## src/rtl/pulse_sched_pkg.sv

```systemverilog
// Shared types for the pulse scheduler: state encoding and staged pulse entry.
// Field widths follow the PULSE_REG_*_W macros; defaults apply when pulse_register is absent.
`ifndef PULSE_REG_PHASE_W
`define PULSE_REG_PHASE_W 16
`endif
`ifndef PULSE_REG_AMP_W
`define PULSE_REG_AMP_W 16
`endif
`ifndef PULSE_REG_FREQ_W
`define PULSE_REG_FREQ_W 32
`endif
`ifndef PULSE_REG_TSTART_W
`define PULSE_REG_TSTART_W 32
`endif
`ifndef PULSE_REG_TLEN_W
`define PULSE_REG_TLEN_W 16
`endif

package pulse_sched_pkg;

    typedef enum logic [2:0] {
        S_IDLE,
        S_FETCH,
        S_WAIT_DATA,
        S_WAIT_START,
        S_PLAY
    } sched_state_e;

    typedef logic [`PULSE_REG_TLEN_W-1:0] tlen_t;

    typedef struct packed {
        logic [`PULSE_REG_PHASE_W-1:0]  phase;
        logic [`PULSE_REG_AMP_W-1:0]    amp;
        logic [`PULSE_REG_FREQ_W-1:0]   freq;
        logic [`PULSE_REG_TSTART_W-1:0] tstart;
        tlen_t                          tlen;
    } pulse_t;

    // FETCH + WAIT_DATA + WAIT_START between consecutive pulses
    localparam int MIN_GAP = 3;

endpackage

```

## src/rtl/pulse_timebase.sv

```systemverilog
// Free-running timebase for the scheduler: clear wins over enable, wraps naturally.
// Exposes both the current count and count+1 for the on-time start compare.
module pulse_timebase #(
    parameter int TIME_W = 32
) (
    input  logic              clk,
    input  logic              rst,
    input  logic              clear,
    input  logic              en,
    output logic [TIME_W-1:0] count,
    output logic [TIME_W-1:0] count_next
);

    assign count_next = count + TIME_W'(1);

    // count register: cleared on accepted start, advances while enabled
    always_ff @(posedge clk) begin
        if (rst) begin
            count <= '0;
        end else if (clear) begin
            count <= '0;
        end else if (en) begin
            count <= count_next;
        end
    end

endmodule

```

## src/rtl/pulse_scheduler.sv

```systemverilog
// Pulse sequencer: pops pulse_register entries and plays each at its tstart for tlen cycles.
// Optional PULSE_SCHED_LATE_CNT_EN adds a saturating late-pulse counter output late_cnt.
module pulse_scheduler
    import pulse_sched_pkg::*;
#(
    parameter int TIME_W     = 32,
    parameter int LATE_CNT_W = 16
) (
    input  logic                           clk,
    input  logic                           rst,
    input  logic                           start,
    input  logic                           abort,
    output logic                           busy,
    output logic                           done,
    output logic                           late_err,
    output logic [TIME_W-1:0]              timebase,
    output logic                           fifo_rd_en,
    input  logic                           fifo_empty,
    input  logic [`PULSE_REG_PHASE_W-1:0]  fifo_rd_phase,
    input  logic [`PULSE_REG_AMP_W-1:0]    fifo_rd_amp,
    input  logic [`PULSE_REG_FREQ_W-1:0]   fifo_rd_freq,
    input  logic [`PULSE_REG_TSTART_W-1:0] fifo_rd_tstart,
    input  logic [`PULSE_REG_TLEN_W-1:0]   fifo_rd_tlen,
    output logic                           out_valid,
`ifdef PULSE_SCHED_LATE_CNT_EN
    output logic [LATE_CNT_W-1:0]          late_cnt,
`endif
    output logic [`PULSE_REG_PHASE_W-1:0]  out_phase,
    output logic [`PULSE_REG_AMP_W-1:0]    out_amp,
    output logic [`PULSE_REG_FREQ_W-1:0]   out_freq
);

    if (TIME_W < `PULSE_REG_TSTART_W || LATE_CNT_W < 1) begin : g_param_check
        $error("pulse_scheduler: TIME_W narrower than tstart or bad LATE_CNT_W");
    end

    sched_state_e      state;
    sched_state_e      state_d;
    pulse_t            stage;
    tlen_t             remain;
    logic [TIME_W-1:0] timebase_next;
    logic [TIME_W-1:0] tstart_ext;
    logic              accept;
    logic              play_go;
    logic              late_hit;

    assign accept     = (state == S_IDLE) && start && !abort;
    assign busy       = (state != S_IDLE);
    assign tstart_ext = TIME_W'(stage.tstart);

    pulse_timebase #(
        .TIME_W(TIME_W)
    ) u_timebase (
        .clk       (clk),
        .rst       (rst),
        .clear     (accept),
        .en        (busy),
        .count     (timebase),
        .count_next(timebase_next)
    );

    // state register
    always_ff @(posedge clk) begin
        if (rst) begin
            state <= S_IDLE;
        end else begin
            state <= state_d;
        end
    end

    // next state, FIFO pop and play/late decisions; abort overrides everything
    always_comb begin
        state_d    = state;
        fifo_rd_en = 1'b0;
        play_go    = 1'b0;
        late_hit   = 1'b0;
        if (abort) begin
            state_d = S_IDLE;
        end else begin
            unique case (state)
                S_IDLE: begin
                    if (start) state_d = S_FETCH;
                end
                S_FETCH: begin
                    if (fifo_empty) begin
                        state_d = S_IDLE;
                    end else begin
                        fifo_rd_en = 1'b1;
                        state_d    = S_WAIT_DATA;
                    end
                end
                S_WAIT_DATA: begin
                    state_d = S_WAIT_START;
                end
                S_WAIT_START: begin
                    if (stage.tlen == '0) begin
                        state_d = S_FETCH;
                    end else if (tstart_ext == timebase_next) begin
                        play_go = 1'b1;
                        state_d = S_PLAY;
                    end else if (tstart_ext <= timebase) begin
                        play_go  = 1'b1;
                        late_hit = 1'b1;
                        state_d  = S_PLAY;
                    end
                end
                S_PLAY: begin
                    if (remain == tlen_t'(1)) state_d = S_FETCH;
                end
                default: begin
                    state_d = S_IDLE;
                end
            endcase
        end
    end

    // staging register and pulse length down-counter
    always_ff @(posedge clk) begin
        if (rst) begin
            stage  <= '0;
            remain <= '0;
        end else begin
            if (state == S_WAIT_DATA) begin
                stage <= '{phase:  fifo_rd_phase,
                           amp:    fifo_rd_amp,
                           freq:   fifo_rd_freq,
                           tstart: fifo_rd_tstart,
                           tlen:   fifo_rd_tlen};
            end
            if (play_go) begin
                remain <= stage.tlen;
            end else if (state == S_PLAY) begin
                remain <= remain - tlen_t'(1);
            end
        end
    end

    // done pulse after an empty FETCH; sticky late flag cleared on accepted start
    always_ff @(posedge clk) begin
        if (rst) begin
            done     <= 1'b0;
            late_err <= 1'b0;
        end else begin
            done <= (state == S_FETCH) && fifo_empty && !abort;
            if (accept) begin
                late_err <= 1'b0;
            end else if (late_hit) begin
                late_err <= 1'b1;
            end
        end
    end

`ifdef PULSE_SCHED_LATE_CNT_EN
    // saturating count of pulses that started after their tstart
    always_ff @(posedge clk) begin
        if (rst) begin
            late_cnt <= '0;
        end else if (accept) begin
            late_cnt <= '0;
        end else if (late_hit && late_cnt != '1) begin
            late_cnt <= late_cnt + LATE_CNT_W'(1);
        end
    end
`endif

    assign out_valid = (state == S_PLAY);
    assign out_phase = out_valid ? stage.phase : '0;
    assign out_amp   = out_valid ? stage.amp   : '0;
    assign out_freq  = out_valid ? stage.freq  : '0;

endmodule
```

## config.mk

```make
export PLATFORM = sky130hd
export DESIGN_NAME = pulse_scheduler
export DESIGN_NICKNAME = d
export VERILOG_FILES = /design/src/rtl/pulse_sched_pkg.sv /design/src/rtl/pulse_timebase.sv /design/src/rtl/pulse_scheduler.sv
export SDC_FILE = /design/constraint.sdc
export NUM_CORES = 1
export LEC_CHECK = 0
export CORE_MARGIN = 2
export CORE_UTILIZATION = 25
export CTS_BUF_LIST = sky130_fd_sc_hd__clkbuf_4 sky130_fd_sc_hd__clkbuf_8
export CTS_CLUSTER_SIZE = 30
export DETAILED_ROUTE_END_ITERATION = 10
export PLACE_DENSITY_LB_ADDON = 0.2
export SLEW_MARGIN = 20
export SYNTH_ARGS = -nofsm -noshare
export SYNTH_HDL_FRONTEND = slang
export SYNTH_SLANG_ARGS = --single-unit
```

## constraint.sdc

```tcl
create_clock -name clk -period 3.7 [get_ports clk]
set_clock_uncertainty 0.1 [all_clocks]
set_input_delay 1.11 -clock clk [delete_from_list [all_inputs] [get_ports clk]]
set_output_delay 1.11 -clock clk [all_outputs]
set_load 0.03 [all_outputs]
```

Word-level counts from Yosys, hierarchy flattened
Cells that the tools add are included.
{ "word_totals": {"elab_cells": 58, "regBits": 165, "output_inout_bits": 101, "inputBits": 117} }
{ "classes": {"n_eq_ne": 9, "order_cmp": 1, "addsub": 2, "mux": 24, "reduce_logical": 12} }
{ "op_table": {"columns": ["op", "count"], "rows": [
  ["16-bit 2-to-1 mux", 4],
  ["32-bit by 1-bit adder with 32-bit output, second input constant", 1],
  ["32-bit equality test", 1],
  ["32-bit <= comparator", 1],
  ["32-bit 2-to-1 mux", 1],
  ["16-bit by 1-bit equality test with 1-bit output, second input constant", 1],
  ["16-bit logical NOT", 1],
  ["16-bit by 1-bit subtractor with 16-bit output, second input constant", 1],
  ["3-bit 2-to-1 mux", 5],
  ["3-bit one-hot mux with 5 select lines", 1],
  ["1-bit 2-to-1 mux", 12],
  ["3-bit by 2-bit equality test with 1-bit output, second input constant", 2],
  ["1-bit logical AND", 4],
  ["4-bit inequality test, second input constant", 1],
  ["2-bit OR reduction", 2],
  ["3-bit by 1-bit equality test with 1-bit output, second input constant", 1],
  ["3-bit equality test, second input constant", 1],
  ["3-bit logical NOT", 1],
  ["3-bit AND reduction", 1],
  ["3-bit nonzero test", 1],
  ["2-bit 2-to-1 mux", 1],
  ["2-bit by 1-bit inequality test with 1-bit output, second input constant", 1],
  ["2-bit inequality test, second input constant", 1],
  ["2-bit nonzero test", 1],
  ["1-bit logical NOT", 1]
]} }

Logic depth before layout (Yosys ltp)
Gate-level depths: netlist of run 1.
{ "depth": {"word_depth": 7, "ltp_mapped": 13, "depth_no_buf": 11} }

Cells and area by module
A second synthesis of run 1 with hierarchy kept.
{ "hier_totals": {"hier_cells": 1117, "area_unflattened_um2": 8695.8} }
{ "modules_own_cells": {"columns": ["mod", "cells_per_inst", "area_each_um2", "instances"], "rows": [
  ["pulse_scheduler", 867, 6627.6, 1],
  ["pulse_timebase", 250, 2068.2, 1]
]} }

Worst setup path before layout of run 1
No wires, ideal clock.
{ "synth_path": {"kind": "flip-flop to flip-flop", "start": "register u_timebase.count[0]", "end": "register remain[10]", "path_stages_with_launch": 12, "synth_period_minus_slack_ps": 3437, "t_arrival_ps": 3215, "path_slack_ps": 263, "path_cell_list": "dfxtp_1 > ha_1 > clkbuf_2 > nand2_1 > or4_4 > nor4_4 > mux2i_1 > or3_1 > and4b_2 > a31oi_4 > buf_6 > o311a_1"} }
{ "synth_between": {"elab_chain_len": 7, "word_cells_on_any_way": 10, "classes_between": "1 x add/sub; 1 x order compare; 1 x eq/ne; 6 x mux; 1 x reduce/logical"} }
{ "synth_lines": {"columns": ["item", "line_no", "rtl"], "rows": [
  ["start: declaration", "pulse_timebase.sv:10", "output logic [TIME_W-1:0] count,"],
  ["start signal: assignment", "pulse_timebase.sv:23", "count <= count_next;"],
  ["32-bit by 1-bit adder with 32-bit output or 32-bit <= comparator (tied branches)", "pulse_timebase.sv:14, pulse_scheduler.sv:101", null],
  ["32-bit equality test or 1-bit 2-to-1 mux (tied branches)", "pulse_scheduler.sv:98, pulse_scheduler.sv:101", null],
  ["1-bit 2-to-1 mux (*)", "pulse_scheduler.sv:98", "end else if (tstart_ext == timebase_next) begin"],
  ["1-bit 2-to-1 mux (*)", "pulse_scheduler.sv:96", "if (stage.tlen == '0) begin"],
  ["1-bit 2-to-1 mux (*)", "pulse_scheduler.sv:80", "unique case (state)"],
  ["1-bit 2-to-1 mux (*)", "pulse_scheduler.sv:77", "if (abort) begin"],
  ["16-bit 2-to-1 mux or 2-bit nonzero test (tied branches)", null, null],
  ["end signal: assignment", "pulse_scheduler.sv:131", "remain <= stage.tlen;"],
  ["end signal: assignment", "pulse_scheduler.sv:133", "remain <= remain - tlen_t'(1);"],
  ["end: declaration", "pulse_scheduler.sv:40", "tlen_t remain;"]
]} }
Every way passes the cells marked *; elsewhere a longest branch is shown, timed or not.
A chain may end at the register's enable or synchronous reset.

Final worst setup path of run 1
{ "layout_path": {"start": "input abort", "end": "output fifo_rd_en"} }
{ "layout_between": {"elab_chain_len": 1} }
{ "layout_lines": {"columns": ["item", "line_no", "rtl"], "rows": [
  ["start: declaration", "pulse_scheduler.sv:12", "input logic abort,"],
  ["1-bit 2-to-1 mux", "pulse_scheduler.sv:77", null],
  ["end: declaration", "pulse_scheduler.sv:17", "output logic fifo_rd_en,"]
]} }
Every way passes these cells.

==> results of run 1 <==
[through the flow]
step | instances | hold slack (ns) | setup slack [ns] | power, mW
3_3_place_gp | 1783 | 0.3378 | 0.1619 | 2.171
4_1_cts | 1815 | 0.3579 | 0.03884 | 3.570
6_report | 1818 | 0.3541 | 0.1823 | 3.515
5_1_grt | 1816 | 0.3712 | 0.02187 | 3.664
3_5_place_dp | 1783 | 0.3436 | 0.1651 | 2.172
2_1_floorplan | 1148 | 0.3319 | 0.2631 | 1.987
[layer usage]
metal,part of all wire,global-route usage
met2,0.44,0.2628
met4,0.014,0.03846
met5,0.00038,0
met3,0.091,0.07252
met1,0.45,0.2135
[logic make-up after synthesis]
group | after synthesis
AND/OR/NAND/NOR | 529
AO/OA/AOI/OAI | 224
flip-flops | 165
buffers and inverters | 116
XOR/XNOR | 73
adder cells (fa/ha/maj) | 35
multiplexers | 6
[cell type report]
type | instances | share of cell area
diodes | 2 | 0.0004164
well taps | 455 | 0.04737
clock buffers | 23 | 0.02530
clock inverters | 9 | 0.007808
multi-input cells | 868 | 0.4206
repair buffers | 256 | 0.2109
inverters | 40 | 0.01249
flip-flops and latches | 165 | 0.2751
[worst min path at each step]
| stage | startpoint | end | slack (ns) | cells after the start |
|---|---|---|---|---|
| 6_report | stage[58] | stage[58] | 0.35 | 2 |
| 5_1_grt | stage[64] | stage[64] | 0.37 | 2 |
| 4_1_cts | stage[55] | stage[55] | 0.36 | 2 |
| 3_5_place_dp | stage[55] | stage[55] | 0.34 | 2 |
| 3_3_place_gp | stage[64] | stage[64] | 0.34 | 2 |
| 2_1_floorplan | stage[111] | stage[111] | 0.33 | 2 |
[registers in the layout (all words and copies together), names as in the netlist]
name and cells:
stage 80, late_err 1, remain 16, tstart_ext 32, done 1, state 3
u_timebase.count 32
[cells in the mapped netlist, drive strengths merged, types with 9 or more instances]
cell type  number  area share
nand3          13      0.0088
o21ai          24       0.014
nand2         268        0.11
inv            39       0.017
xnor2          63       0.063
dfxtp         165        0.38
nand4          23       0.018
clkbuf         68       0.029
o311a           9       0.010
ha             35       0.050
nor4           23       0.022
a21o           10      0.0086
and3           69       0.049
xor2           10       0.010
a21oi         143       0.082
nor2           62       0.027
or3            10      0.0071
nor3           28       0.016
[worst max-delay path, cell delays in order]
cell	delay, ns
sky130_fd_sc_hd__clkdlybuf4s50_1	0.43
sky130_fd_sc_hd__or4_1	0.47
sky130_fd_sc_hd__nor2_1	0.12
sky130_fd_sc_hd__buf_4	0.18
[power by group through the flow]
stage | clock network [mW] | logic, mW | registers, mW
final | 1.37 | 0.344 | 1.80
after global routing | 1.49 | 0.372 | 1.80
after detailed placement | 0 | 0.332 | 1.84
after CTS | 1.44 | 0.334 | 1.80
after global placement | 0 | 0.331 | 1.84
after floorplan | 0 | 0.150 | 1.84
==> run metrics, run 1 <==
Worst Hold Class=reg -> reg; floorplan core area=34,540 sq um; number of synthesized flops with an enable pin=0; floorplan die width=191.3 microns; final count of hold timing violations=0; CTS-repair resized insts=0; Async S/R FF share, synth=0; total die area=36,600 sq um; run status=finished clean; CP endpoint kind=output pin; largest driver fanout on the critical path=2; number of vias after detailed routing=8,706; number of slew-limit violations in the final report=0; antenna violations before repair=2; clock latency of the later-clocked register in the worst-skew pair=0.49 ns; All-Layer GR Usage=0.1683; via-per-instance ratio=4.789; total CTS buffers=17; Worst Tran Pin Value=1.036 ns; Max Root-Sink Buffers=2; end of the critical path=fifo_rd_en; fraction of the core area covered by cells at the end of the flow=0.3479; I/O pin count=218; data arrival time at the worst-slack endpoint=2.31 ns; vias in the first global route=8,456; placed wire-length estimate after detailed placement=22,410 microns; most frequent cells in the layout=sky130_fd_sc_hd__nand2_1 (268), sky130_fd_sc_hd__clkdlybuf4s50_1 (215), sky130_fd_sc_hd__dfxtp_1 (164); reg2reg end=remain[12]; proportion of total power due to net switching=0.2664; count of endpoints failing setup in the final report=0; Iteration-0 DRC Markers=366; total of max-cap violations=0; Net Count, Synth=1,300; Leakage Power=4.300 nW; worst path required time=2.49 ns; synthesized area=8771 sq um; most common cell after layout, fill and taps aside=sky130_fd_sc_hd__nand2_1; count of mapped cells out of synthesis=1,148; iteration count of the initial detailed-routing pass=5; adder-cell share of the synthesized area=0.04993; share of synthesized cell area in and, or, nand and nor gates=0.2902; H-tree depth=4; post-layout min period=3.518 ns; multi-input combinational cell area=5055 sq um; clock root buffer=sky130_fd_sc_hd__clkbuf_8; synth unique cells=62; starting density of the core=0.2539; synthesis warning total=0; number of sinks on the clock net=165; setup repair after global routing missed its margin=no; placed cell area=11,590 sq um; register area share after synthesis=0.3766; complex-gate fraction of the synthesized area=0.1509; internal power component=2.578 mW; minimum setup slack among reg-to-reg paths=0.21 ns; total negative setup slack=0 ns; RD Place Congestion=0.8637; logic gate share of total power=0.098; final period utilization=0.9507; vertical die dimension=191.3 microns; Total Routed Length=31,290 microns; pwr dens=292.4 nW/um^2; wire length of the first global-routing pass=47,400 microns; NumNets Final=1,500; Highest Clock Rate=284.3 MHz; source of the worst register-to-register timing path=u_timebase.count[0]; post-synthesis mux area share=0.006847; Synth Register Bits=165; Peak supply drop=0.2196 mV; global route overflow=0; number of cell instances on the worst register-to-register path=11; synthesized area divided by synthesized cell count=7.640 sq um; number of hold buffers added after CTS=0; Port-buffer cells=217; CP Launch Type=input port; fillers=3,767; Cell Rows=68; signed area change from the synthesized netlist to the final layout=37.03%; # DRC=0; CTS tree=yes; Setup Crit Path Kind=in -> out; share of layout cells above drive strength 1=0.07127; number of buffers inserted to repair setup after CTS=0; Max-slew headroom=0.3093; share of total power in the clock network=0.391; Sw Pwr=936.1 uW; origin of the worst setup path=abort; largest net degree at the start of global routing=85; main combinational cell family by area after synthesis=simple AND/OR/NAND/NOR gates; part of the total power dissipated in sequential elements=0.511; clock slew at the register clock pins of the worst setup and hold paths=0.10 ns; antenna-violating nets left=0; post-detailed-route wirelength per cell=17.21 microns; final instance area=12,020 sq um; most frequently used flop master after synthesis=sky130_fd_sc_hd__dfxtp_1; area taken by flip-flops and latches=3307 sq um; Synth Area in XOR/XNOR=0.07290
No activity file was read; power rests on OpenSTA's default activity.
==> inputs of run 2 (changes only) <==
--- a/config.mk
+++ b/config.mk
@@ -10,6 +10,7 @@
 export CTS_BUF_LIST = sky130_fd_sc_hd__clkbuf_4 sky130_fd_sc_hd__clkbuf_8
 export CTS_CLUSTER_SIZE = 30
 export DETAILED_ROUTE_END_ITERATION = 10
+export DONT_BUFFER_PORTS = 1
 export PLACE_DENSITY_LB_ADDON = 0.2
 export SLEW_MARGIN = 20
 export SYNTH_ARGS = -nofsm -noshare
==> run metrics, run 2 (synthesis gave the netlist of run 1 again) <==
final cell count without fillers=1,614; number of hold buffers added after CTS=0; clock root buffer=sky130_fd_sc_hd__clkbuf_8; number of vias after detailed routing=7,937; CTS tree=yes; chain of cells forming the critical path=inv_1 > ha_1 > a21oi_1 > o21ai_0 > buf_4 > o311ai_0 > o211ai_1 > o21ai_1 > a31o_2 > a211oi_1 > nor3_1; Max-slew headroom=0.3027; Final Hold Slack=0.3549 ns; Setup Crit Path Kind=reg -> reg; total of max-cap violations=0; clock slew at the register clock pins of the worst setup and hold paths=0.10 ns; antenna cells=0; multi-input combinational cell area=5055 sq um; NumNets Final=1,298; floorplan core area=34,540 sq um; largest registers ranked by flip-flop count=stage x80, tstart_ext x32, u_timebase.count x32; pwr dens=331.1 nW/um^2; largest driver fanout on the critical path=9; H-tree depth=4; setup repair after global routing missed its margin=no; RD Place Congestion=0.8409; final period utilization=0.9096; Total Routed Length=30,560 microns; number of sinks on the clock net=165; Iteration-0 DRC Markers=383; part of the total power dissipated in sequential elements=0.551; max FFs per register=80; standard cell with the maximum stage delay on the critical path=sky130_fd_sc_hd__o21ai_1; clock latency of the later-clocked register in the worst-skew pair=0.50 ns; signed area change from the synthesized netlist to the final layout=12.44%; delay-heaviest family, CP=compound AO/OA/AOI/OAI gates; number of slew-limit violations in the final report=0; Peak supply drop=0.2140 mV; Worst Hold Class=reg -> reg; Critical Path Max Stage Delay=0.58 ns; floorplan die width=191.3 microns; Max Root-Sink Buffers=2; fillers=3,878; share of total power in the clock network=0.392; All-Layer GR Usage=0.1636; wire length of the first global-routing pass=45,760 microns; internal power component=2.338 mW; count of endpoints failing setup in the final report=0; most frequent cells in the layout=sky130_fd_sc_hd__nand2_1 (268), sky130_fd_sc_hd__dfxtp_1 (164), sky130_fd_sc_hd__a21oi_1 (143); final count of hold timing violations=0; share of layout cells above drive strength 1=0.09491; iteration count of the initial detailed-routing pass=5; global route overflow=0; logic gate share of total power=0.058; CP endpoint kind=flip-flop; antenna-violating nets left=0; Worst Path Buf+Inv=2; total CTS buffers=17; Tot Pwr=3.265 mW; vias in the first global route=7,601; vertical die dimension=191.3 microns; starting density of the core=0.2539; I/O pin count=218; placed wire-length estimate after detailed placement=21,890 microns; worst path required time=4.02 ns; Sw Pwr=927.4 uW; via-per-instance ratio=4.918; area taken by flip-flops and latches=3304 sq um; total negative setup slack=0 ns; post-layout min period=3.366 ns; Leakage Power=3.541 nW; fraction of the core area covered by cells at the end of the flow=0.2855; Worst Tran Pin Value=1.046 ns; data arrival time at the worst-slack endpoint=3.69 ns; run status=finished clean; antenna violations before repair=1; count of placed standard cells including taps=1,580; Reg with most FFs=stage; Port-buffer cells=0; # DRC=0; largest net degree at the start of global routing=125; proportion of total power due to net switching=0.2840; CP Launch Type=flip-flop; Highest Clock Rate=297.1 MHz; Cell Rows=68; post-detailed-route wirelength per cell=18.93 microns; total die area=36,600 sq um; most common cell after layout, fill and taps aside=sky130_fd_sc_hd__nand2_1
## run 2: cell count changes in the layout (fill, tap and decap cells not counted), sizes merged
cell	previous run	this run
clkinvlp	2	3
inv	41	44
clkdlybuf4s50	215	0
buf	41	54
diode	2	0
clkbuf	23	19
clkinv	5	6
bufinv	1	0
## run 2: worst paths after layout
kind | start | to | slack, ns | cells after the start
min | stage[53] | stage[53] | 0.35 | 2
max reg2reg | u_timebase.count[11] | remain[15] | 0.33 | 11
max | u_timebase.count[11] | remain[15] | 0.33 | 11
min reg2reg | stage[53] | stage[53] | 0.35 | 2
## run 2: tightest hold or removal path: stages (launching register included)
cell and delay (ns):
sky130_fd_sc_hd__dfxtp_1 0.32, sky130_fd_sc_hd__nand2_1 0.05, sky130_fd_sc_hd__a21oi_1 0.05
## run 2: area by class of cell
class,instances,area share
Clock buffer,19,0.02588
Multi-Input combinational cell,868,0.5126
Timing Repair Buffer,54,0.04364
Inverter,40,0.01522
Clock inverter,13,0.009896
Tap cell,455,0.05773
Sequential cell,165,0.3351
## run 2: repair_timing
item	CTS	global route
setup endpoints to repair	0	3
resized for setup	0	2
buffers inserted	0	1
## run 2: metal layers
| layer | wire length (microns) | part of all wire | track usage |
|---|---|---|---|
| met5 | 16 | 0.00052 | 0 |
| met4 | 257 | 0.0084 | 0.03580 |
| met3 | 2618 | 0.086 | 0.06224 |
| met1 | 13720 | 0.45 | 0.2133 |
| met2 | 13940 | 0.46 | 0.2553 |
## run 2: through the flow
stage	worst slack, ns	instance area, sq um
after detailed placement	0.2629	9480
final	0.3345	9862
after global placement	0.3575	9480
after global routing	0.04530	9862
after floorplan	0.2631	8771
after CTS	0.2299	9833
## run 2: power groups by stage
stage / combinational (mW) / clock, mW / sequential [mW]
detailed placement: 0.173 / 0 / 1.84
global placement: 0.174 / 0 / 1.84
global route: 0.207 / 1.40 / 1.80
CTS: 0.174 / 1.34 / 1.80
floorplan: 0.150 / 0 / 1.84
finish: 0.188 / 1.28 / 1.80
==> inputs of run 3 (changes only) <==
--- a/config.mk
+++ b/config.mk
@@ -5,6 +5,7 @@
 export SDC_FILE = /design/constraint.sdc
 export NUM_CORES = 1
 export LEC_CHECK = 0
+export CAP_MARGIN = 20
 export CORE_MARGIN = 2
 export CORE_UTILIZATION = 25
 export CTS_BUF_LIST = sky130_fd_sc_hd__clkbuf_4 sky130_fd_sc_hd__clkbuf_8
==> results of run 3 <==
No change in the layout: final DEF, timing and power equal those of run 2.
